### src/rtl/decoder_scan_pkg.sv
// Shared types and helpers for the registered select decoder with scan mode.
package decoder_pkg;

    // Controller states; SCAN and DONE are only reachable in scan-enabled builds
    typedef enum logic [1:0] {
        IDLE = 2'd0,
        SCAN = 2'd1,
        DONE = 2'd2
    } dec_state_t;

    // Widest decoder this package supports, and the select width that implies
    localparam int MAX_NUM_OUT = 256;
    localparam int MAX_SEL_W   = $clog2(MAX_NUM_OUT);

    // Smallest select width able to address num_out outputs (never below 1)
    function automatic int sel_width(input int num_out);
        return (num_out <= 2) ? 1 : $clog2(num_out);
    endfunction

    // One-hot of idx at full package width; all-zero when idx is not a legal output
    function automatic logic [MAX_NUM_OUT-1:0] onehot(input int unsigned idx,
                                                      input int unsigned num_out);
        logic [MAX_NUM_OUT-1:0] v;
        v = '0;
        if (idx < num_out && idx < MAX_NUM_OUT) begin
            v = {{(MAX_NUM_OUT-1){1'b0}}, 1'b1} << idx;
        end
        return v;
    endfunction

endpackage

### src/rtl/decoder_scan_onehot.sv
// Combinational binary-to-one-hot decoder with an in-range flag for
// output counts that are not a power of two.
module decoder_onehot
    import decoder_pkg::*;
#(
    parameter int NUM_OUT = 32,
    parameter int SEL_W   = $clog2(NUM_OUT)
) (
    input  logic [SEL_W-1:0]   idx,
    output logic [NUM_OUT-1:0] onehot_out,
    output logic               in_range
);

    // Decode the index; out-of-range indices yield an all-zero vector
    always_comb begin
        onehot_out = NUM_OUT'(onehot(32'(idx), NUM_OUT));
        in_range   = (32'(idx) < NUM_OUT);
    end

endmodule

### src/rtl/decoder_scan.sv
// Registered one-hot select decoder with valid/ready handshake and
// out-of-range detection. Defining DECODER_SCAN_EN adds a scan mode that
// walks the strobe across every output in ascending order; without it the
// block is a plain registered decoder and scan_busy/scan_done stay low.
module decoder_scan
    import decoder_pkg::*;
#(
    parameter int NUM_OUT = 32,
    parameter int SEL_W   = $clog2(NUM_OUT)
) (
    input  logic               clk,
    input  logic               reset,
    input  logic               en,
    input  logic [SEL_W-1:0]   sel,
    input  logic               sel_valid,
    output logic               sel_ready,
    input  logic               scan_start,
    output logic [NUM_OUT-1:0] output_selector,
    output logic               out_valid,
    output logic               sel_err,
    output logic               scan_busy,
    output logic               scan_done
);

    logic [SEL_W-1:0]   dec_idx;
    logic [NUM_OUT-1:0] dec_onehot;
    logic               dec_in_range;
    logic               accept;
    logic               strobe_next;
    logic               err_next;

    // Single decoder shared by direct selects and the scan counter
    decoder_onehot #(
        .NUM_OUT (NUM_OUT),
        .SEL_W   (SEL_W)
    ) u_onehot (
        .idx        (dec_idx),
        .onehot_out (dec_onehot),
        .in_range   (dec_in_range)
    );

`ifdef DECODER_SCAN_EN

    localparam logic [SEL_W-1:0] LAST_IDX = SEL_W'(NUM_OUT - 1);

    dec_state_t       state;
    dec_state_t       state_next;
    logic [SEL_W-1:0] cnt;
    logic [SEL_W-1:0] cnt_next;

    // A scan request takes priority over a select presented in the same cycle
    assign sel_ready = (state == IDLE) & en & ~scan_start;
    assign accept    = sel_valid & sel_ready;
    assign scan_busy = (state == SCAN);
    assign scan_done = (state == DONE);

    // Next-state, scan counter and strobe request; scan pauses while en is low
    always_comb begin
        state_next  = state;
        cnt_next    = cnt;
        dec_idx     = sel;
        strobe_next = 1'b0;
        err_next    = 1'b0;
        case (state)
            IDLE: begin
                if (en && scan_start) begin
                    state_next = SCAN;
                    cnt_next   = '0;
                end else if (accept) begin
                    strobe_next = dec_in_range;
                    err_next    = ~dec_in_range;
                end
            end
            SCAN: begin
                dec_idx = cnt;
                if (en) begin
                    strobe_next = 1'b1;
                    if (cnt == LAST_IDX) begin
                        state_next = DONE;
                    end else begin
                        cnt_next = cnt + SEL_W'(1);
                    end
                end
            end
            DONE: begin
                state_next = IDLE;
            end
            default: begin
                state_next = IDLE;
            end
        endcase
    end

    // State and counter registers; reset aborts any scan in progress
    always_ff @(posedge clk) begin
        if (reset) begin
            state <= IDLE;
            cnt   <= '0;
        end else begin
            state <= state_next;
            cnt   <= cnt_next;
        end
    end

`else

    logic unused_scan_start;

    assign unused_scan_start = scan_start;
    assign sel_ready         = en;
    assign accept            = sel_valid & sel_ready;
    assign scan_busy         = 1'b0;
    assign scan_done         = 1'b0;

    // Direct decode only: accepted selects become a strobe or an error pulse
    always_comb begin
        dec_idx     = sel;
        strobe_next = accept & dec_in_range;
        err_next    = accept & ~dec_in_range;
    end

`endif

    // Output register; the vector is forced to zero whenever no strobe is issued
    always_ff @(posedge clk) begin
        if (reset) begin
            output_selector <= '0;
            out_valid       <= 1'b0;
            sel_err         <= 1'b0;
        end else begin
            output_selector <= strobe_next ? dec_onehot : '0;
            out_valid       <= strobe_next;
            sel_err         <= err_next;
        end
    end

endmodule

### config.mk
export PLATFORM = sky130hd
export DESIGN_NAME = decoder_scan
export DESIGN_NICKNAME = d
export VERILOG_FILES = /design/src/rtl/decoder_scan_pkg.sv /design/src/rtl/decoder_scan_onehot.sv /design/src/rtl/decoder_scan.sv
export SDC_FILE = /design/constraint.sdc
export NUM_CORES = 1
export LEC_CHECK = 0
export BUFFER_PORTS_ARGS = -buffer_cell sky130_fd_sc_hd__buf_2
export CORE_MARGIN = 8
export CORE_UTILIZATION = 46
export CTS_BUF_LIST = sky130_fd_sc_hd__clkbuf_16
export DETAILED_ROUTE_END_ITERATION = 6
export PLACE_DENSITY = 0.74
export SLEW_MARGIN = 20
export SYNTH_ARGS = -nofsm -noshare
export SYNTH_HDL_FRONTEND = slang
export SYNTH_SLANG_ARGS = --single-unit
### constraint.sdc
create_clock -name clk -period 1 [get_ports clk]
set_clock_uncertainty 0.05 [all_clocks]
set_input_delay 0.05 -clock clk [delete_from_list [all_inputs] [get_ports clk]]
set_output_delay 0.05 -clock clk [all_outputs]
set_load 0.1 [all_outputs]
Yosys cells after proc, flatten, opt, wreduce, memory -nomap -nowiden --
Index checks and enable logic that the tools add are counted.
Operators by class: shift-type cells 1, bitwise gates (word level) 2, reduce and logical (&&, ||, !) cells 1
Operators with widths (number):
- $shl 1x5->32 const A | 1
- $reduce_or 2->1 | 1
- $and 1x1->1 | 1
- $not 1->1 | 1
Storage, ports and cells: register bits 33, logic and storage cells 6

Longest topological paths before layout --
depth after elaboration 3, gate-level depth with buffers 4, depth with buffers taken out 2

By module --
Synthesis repeated with hierarchy kept, for this count alone.
Second synthesis, totals: cell total of the unflattened synthesis 125, area total of the unflattened synthesis 1203.7 sq um
Modules (own cells, without submodules):
- decoder_scan | times used 1, cells an instance 76, area an instance 978.4 sq um, sequential area each 680.7 sq um
- decoder_onehot | times used 1, cells an instance 49, area an instance 225.2 sq um, sequential area each 0.0 sq um

Worst setup path after synthesis --
Ideal clock, no wire load.
kind register to output, from register out_valid, to output port out_valid, data arrival time 909 ps, required time 900 ps, slack -9 ps, stages on the path, launching flop included 1, path buffers 0, cells stage by stage dfxtp_1
RTL lines:
- from (decl) | RTL line decoder_scan.sv:19 | output logic out_valid,
- from (signal assigned) | RTL line decoder_scan.sv:132 | out_valid <= strobe_next;
No word-level cell between the ends.

Worst setup path in the final report --
from input port sel[1], to register output_selector[5]
Between the ends: longest elaborated chain between the ends 1
Ends and longest elaborated chain:
- from (decl) | RTL line decoder_scan.sv:14 | input logic [SEL_W-1:0] sel,
- $shl 1x5->32 | RTL line decoder_scan_pkg.sv:26 | v = {{(MAX_NUM_OUT-1){1'b0}}, 1'b1} << idx;
- to (signal assigned) | RTL line decoder_scan.sv:131 | output_selector <= strobe_next ? dec_onehot : '0;
- to (decl) | RTL line decoder_scan.sv:18 | output logic [NUM_OUT-1:0] output_selector,
Every way passes these cells. A chain may end at the register's enable or synchronous reset.

==> Flow_metrics.wiki <==
{| class="wikitable"
! Metric !! Value
|-
| Overall overflow remaining after global route || 0
|-
| Initial Util || 0.4769
|-
| Number of port buffers || 42
|-
| Register share of total power || 0.438
|-
| Number of different library cells in the post-synthesis netlist || 16
|-
| Unrepaired setup endpoints after global routing || false
|-
| Synthesized instance count || 91
|-
| Worst-path fanout max || 5
|-
| Average wire per standard cell || 16.75 um
|-
| H-tree lvl count || 2
|-
| Deepest clock path buffer count || 2
|-
| Post-route minimum period || 0.9655 ns
|-
| Vias in the first global route || 908
|-
| TritonCTS clock tree || done
|-
| Synth top area cells || sky130_fd_sc_hd__dfxtp_1 57%, sky130_fd_sc_hd__nor3_2 18%, sky130_fd_sc_hd__buf_6 6.8%, sky130_fd_sc_hd__nor4_1 3.2%, sky130_fd_sc_hd__buf_4 2.6%
|-
| Placeable core area || 2432 um^2
|-
| Number of enable flip-flop cells after synthesis || 0
|-
| Violation count after the first detailed-routing iteration || 14
|-
| Clock slew seen by the registers of the worst setup and hold paths || 0.05 ns
|-
| Number of stages on the worst hold path || 3
|-
| Utilization of the core after routing || 0.8544
|-
| Number of maximum-capacitance constraint violations || 0
|-
| Design internal power || 2.304 mW
|-
| Total of fill cells in the finished design || 117
|-
| Cell with the most instances after synthesis || sky130_fd_sc_hd__dfxtp_1
|-
| HP Class || input pin to register
|-
| Power dissipated by switching net loads || 0.7294 mW
|-
| Antenna cells || 0
|-
| Number of placed I/O pins || 47
|-
| Number of placement rows || 18
|-
| Synthesized flop and latch total || 33
|-
| Width of the die || 66.22 um
|-
| Pin count of the biggest net entering global routing || 17
|-
| Portion of the post-synthesis area used by sequential elements || 0.5696
|-
| Number of gates resized after CTS || 0
|-
| Async set or reset register ratio after synthesis || 0
|-
| Number of detailed-routing iterations run before antenna repair || 4
|-
| Cell chosen for the clock root || sky130_fd_sc_hd__clkbuf_16
|-
| Worst setup EP type || register
|-
| Die H || 66.22 um
|-
| Worst endpoint required time || 1.11 ns
|-
| Power per cell area || 1460 nW/um^2
|-
| Number of antenna violations at the first check in global routing || 0
|-
| Mean number of vias per cell || 4.976
|-
| Syn avg cell area || 12.75 um^2
|-
| Share of the clock period used by the worst path || 0.9655
|-
| Most common library cells after synthesis || 33 x sky130_fd_sc_hd__dfxtp_1, 21 x sky130_fd_sc_hd__nor3_2, 7 x sky130_fd_sc_hd__buf_6
|-
| Number of remaining DRC errors || 0
|-
| Critical path launch point type || input pin
|-
| Worst Setup Path Type || input pin to register
|-
| Post-route worst setup slack || 0.03453 ns
|-
| Switching Share || 0.2405
|-
| Global-route wire length before repair || 4.740 mm
|-
| Area of the mapped netlist || 1160 um^2
|-
| Maximum clock frequency || 1036 MHz
|-
| Count of final max-slew check failures || 0
|-
| Antenna viol nets, final || 0
|-
| Die Outline Area || 4384 um^2
|-
| Crit path arrival time || 1.08 ns
|-
| Largest area contributor in the netlist || sky130_fd_sc_hd__dfxtp_1
|-
| Layout overhead on the synthesized area || 79.18%
|-
| Total number of yosys warnings || 0
|-
| Status || finished, final reports clean
|-
| Area share of the leading cell type in the synthesized netlist || 0.5696
|-
| Combinational share of power || 0.098
|-
| Number of clock sinks || 33
|-
| Number of placed instances with taps included || 157
|-
| Count of non-filler cells in the finished layout || 169
|-
| Half-perimeter wire length after placement || 2.062 mm
|-
| Cts bufs inserted || 5
|-
| Part of the total power dissipated in the clock network || 0.464
|-
| Peak ir drop on the vdd network || 1558 uV
|-
| Share of post-route cells with drive strength above 1 || 0.8058
|-
| Commonest register cell after synthesis || sky130_fd_sc_hd__dfxtp_1
|-
| Vias after detailed routing || 841
|-
| Leakage power || 0.7724 nW
|-
| Final setup violating endpoints || 0
|-
| Final hold viol count || 0
|-
| Setup TNS || 0 ns
|-
| Routed wire length || 2.831 mm
|-
| Post-layout net count || 148
|-
| Final RePlAce weighted congestion || 0.7458
|-
| GRT Overall Usage || 0.1458
|-
| Worst Setup Slack post-DPL || 0.01058 ns
|}
-- logic make-up after synthesis --
logic type             count (synthesis)  synth area share
and+or+nand+nor                       43            0.3204
DFF                                   33            0.5696
other                                  1          0.003233
buffers and inverters                 14            0.1068
-- worst paths after layout --
check / start / end
max: sel[1] / output_selector[5]
min: en / out_valid
-- through the flow --
stage | power [mW] | cell area [um^2] | hold slack, ns
4_1_cts | 3.048 | 2078 | 0.006392
3_3_place_gp | 1.628 | 1901 | 0.1775
3_5_place_dp | 1.638 | 1901 | 0.1918
6_report | 3.033 | 2078 | 0.008344
2_1_floorplan | 1.579 | 1209 | 0.06411
5_1_grt | 3.142 | 2078 | 0.02955
-- critical path: stages --
cell and delay, ns:
sky130_fd_sc_hd__buf_2 0.13, sky130_fd_sc_hd__dlygate4sd3_1 0.60, sky130_fd_sc_hd__nor4_1 0.29
-- layer usage --
layer / up-vias / routed length [um] / global-route usage
met5: - / 0 / 0
met4: 0 / 56 / 0.07467
met3: 6 / 306 / 0.08983
met2: 34 / 1565 / 0.2449
met1: 404 / 902 / 0.1352
li1: 397 / - / -
-- power by group through the flow --
stage | clock (mW) | combinational (mW) | sequential, mW
CTS | 1.42 | 0.295 | 1.33
global placement | 0 | 0.273 | 1.35
global route | 1.51 | 0.310 | 1.33
detailed placement | 0 | 0.283 | 1.35
floorplan | 0 | 0.184 | 1.39
finish | 1.41 | 0.297 | 1.33
-- cell type report --
| type | count | area (um^2) | share of cell area |
|---|---|---|---|
| tap | 30 | 37.54 | 0.01806 |
| sequential | 33 | 701.9 | 0.3377 |
| timing repair buffer | 52 | 818.3 | 0.3937 |
| multi-input combinational | 46 | 382.9 | 0.1842 |
| clock inverter | 3 | 12.51 | 0.006020 |
| clock buffer | 5 | 125.1 | 0.06020 |
-- repair_timing --
item	CTS	global route
buffers inserted	0	0
hold buffers	4	0
endpoints found under the hold margin	4	0
-- registers in the layout (all words and copies together) (netlist names) --
signal and count:
out_valid 1, output_selector 32
-- cells in the final DEF (no fill, tap or decap) --
cell type	synthesis	layout
sky130_fd_sc_hd__buf_12	0	35
sky130_fd_sc_hd__dfxtp_2	0	33
sky130_fd_sc_hd__nor3_2	21	21
sky130_fd_sc_hd__buf_2	3	8
sky130_fd_sc_hd__nor4_1	6	6
sky130_fd_sc_hd__clkbuf_16	0	5
sky130_fd_sc_hd__buf_4	4	5
sky130_fd_sc_hd__nand2b_1	4	4
sky130_fd_sc_hd__dlygate4sd3_1	0	4
sky130_fd_sc_hd__nor3_1	3	3
sky130_fd_sc_hd__conb_1	1	3
sky130_fd_sc_hd__nand2_1	2	2
sky130_fd_sc_hd__nor4_2	2	2
sky130_fd_sc_hd__clkinv_1	0	2
sky130_fd_sc_hd__nand4b_4	1	1
sky130_fd_sc_hd__or2_1	1	1
sky130_fd_sc_hd__nand2_2	1	1
sky130_fd_sc_hd__nand4bb_1	1	1
sky130_fd_sc_hd__nor2_1	1	1
sky130_fd_sc_hd__clkinv_2	0	1
No activity file was read; power rests on OpenSTA's default activity.
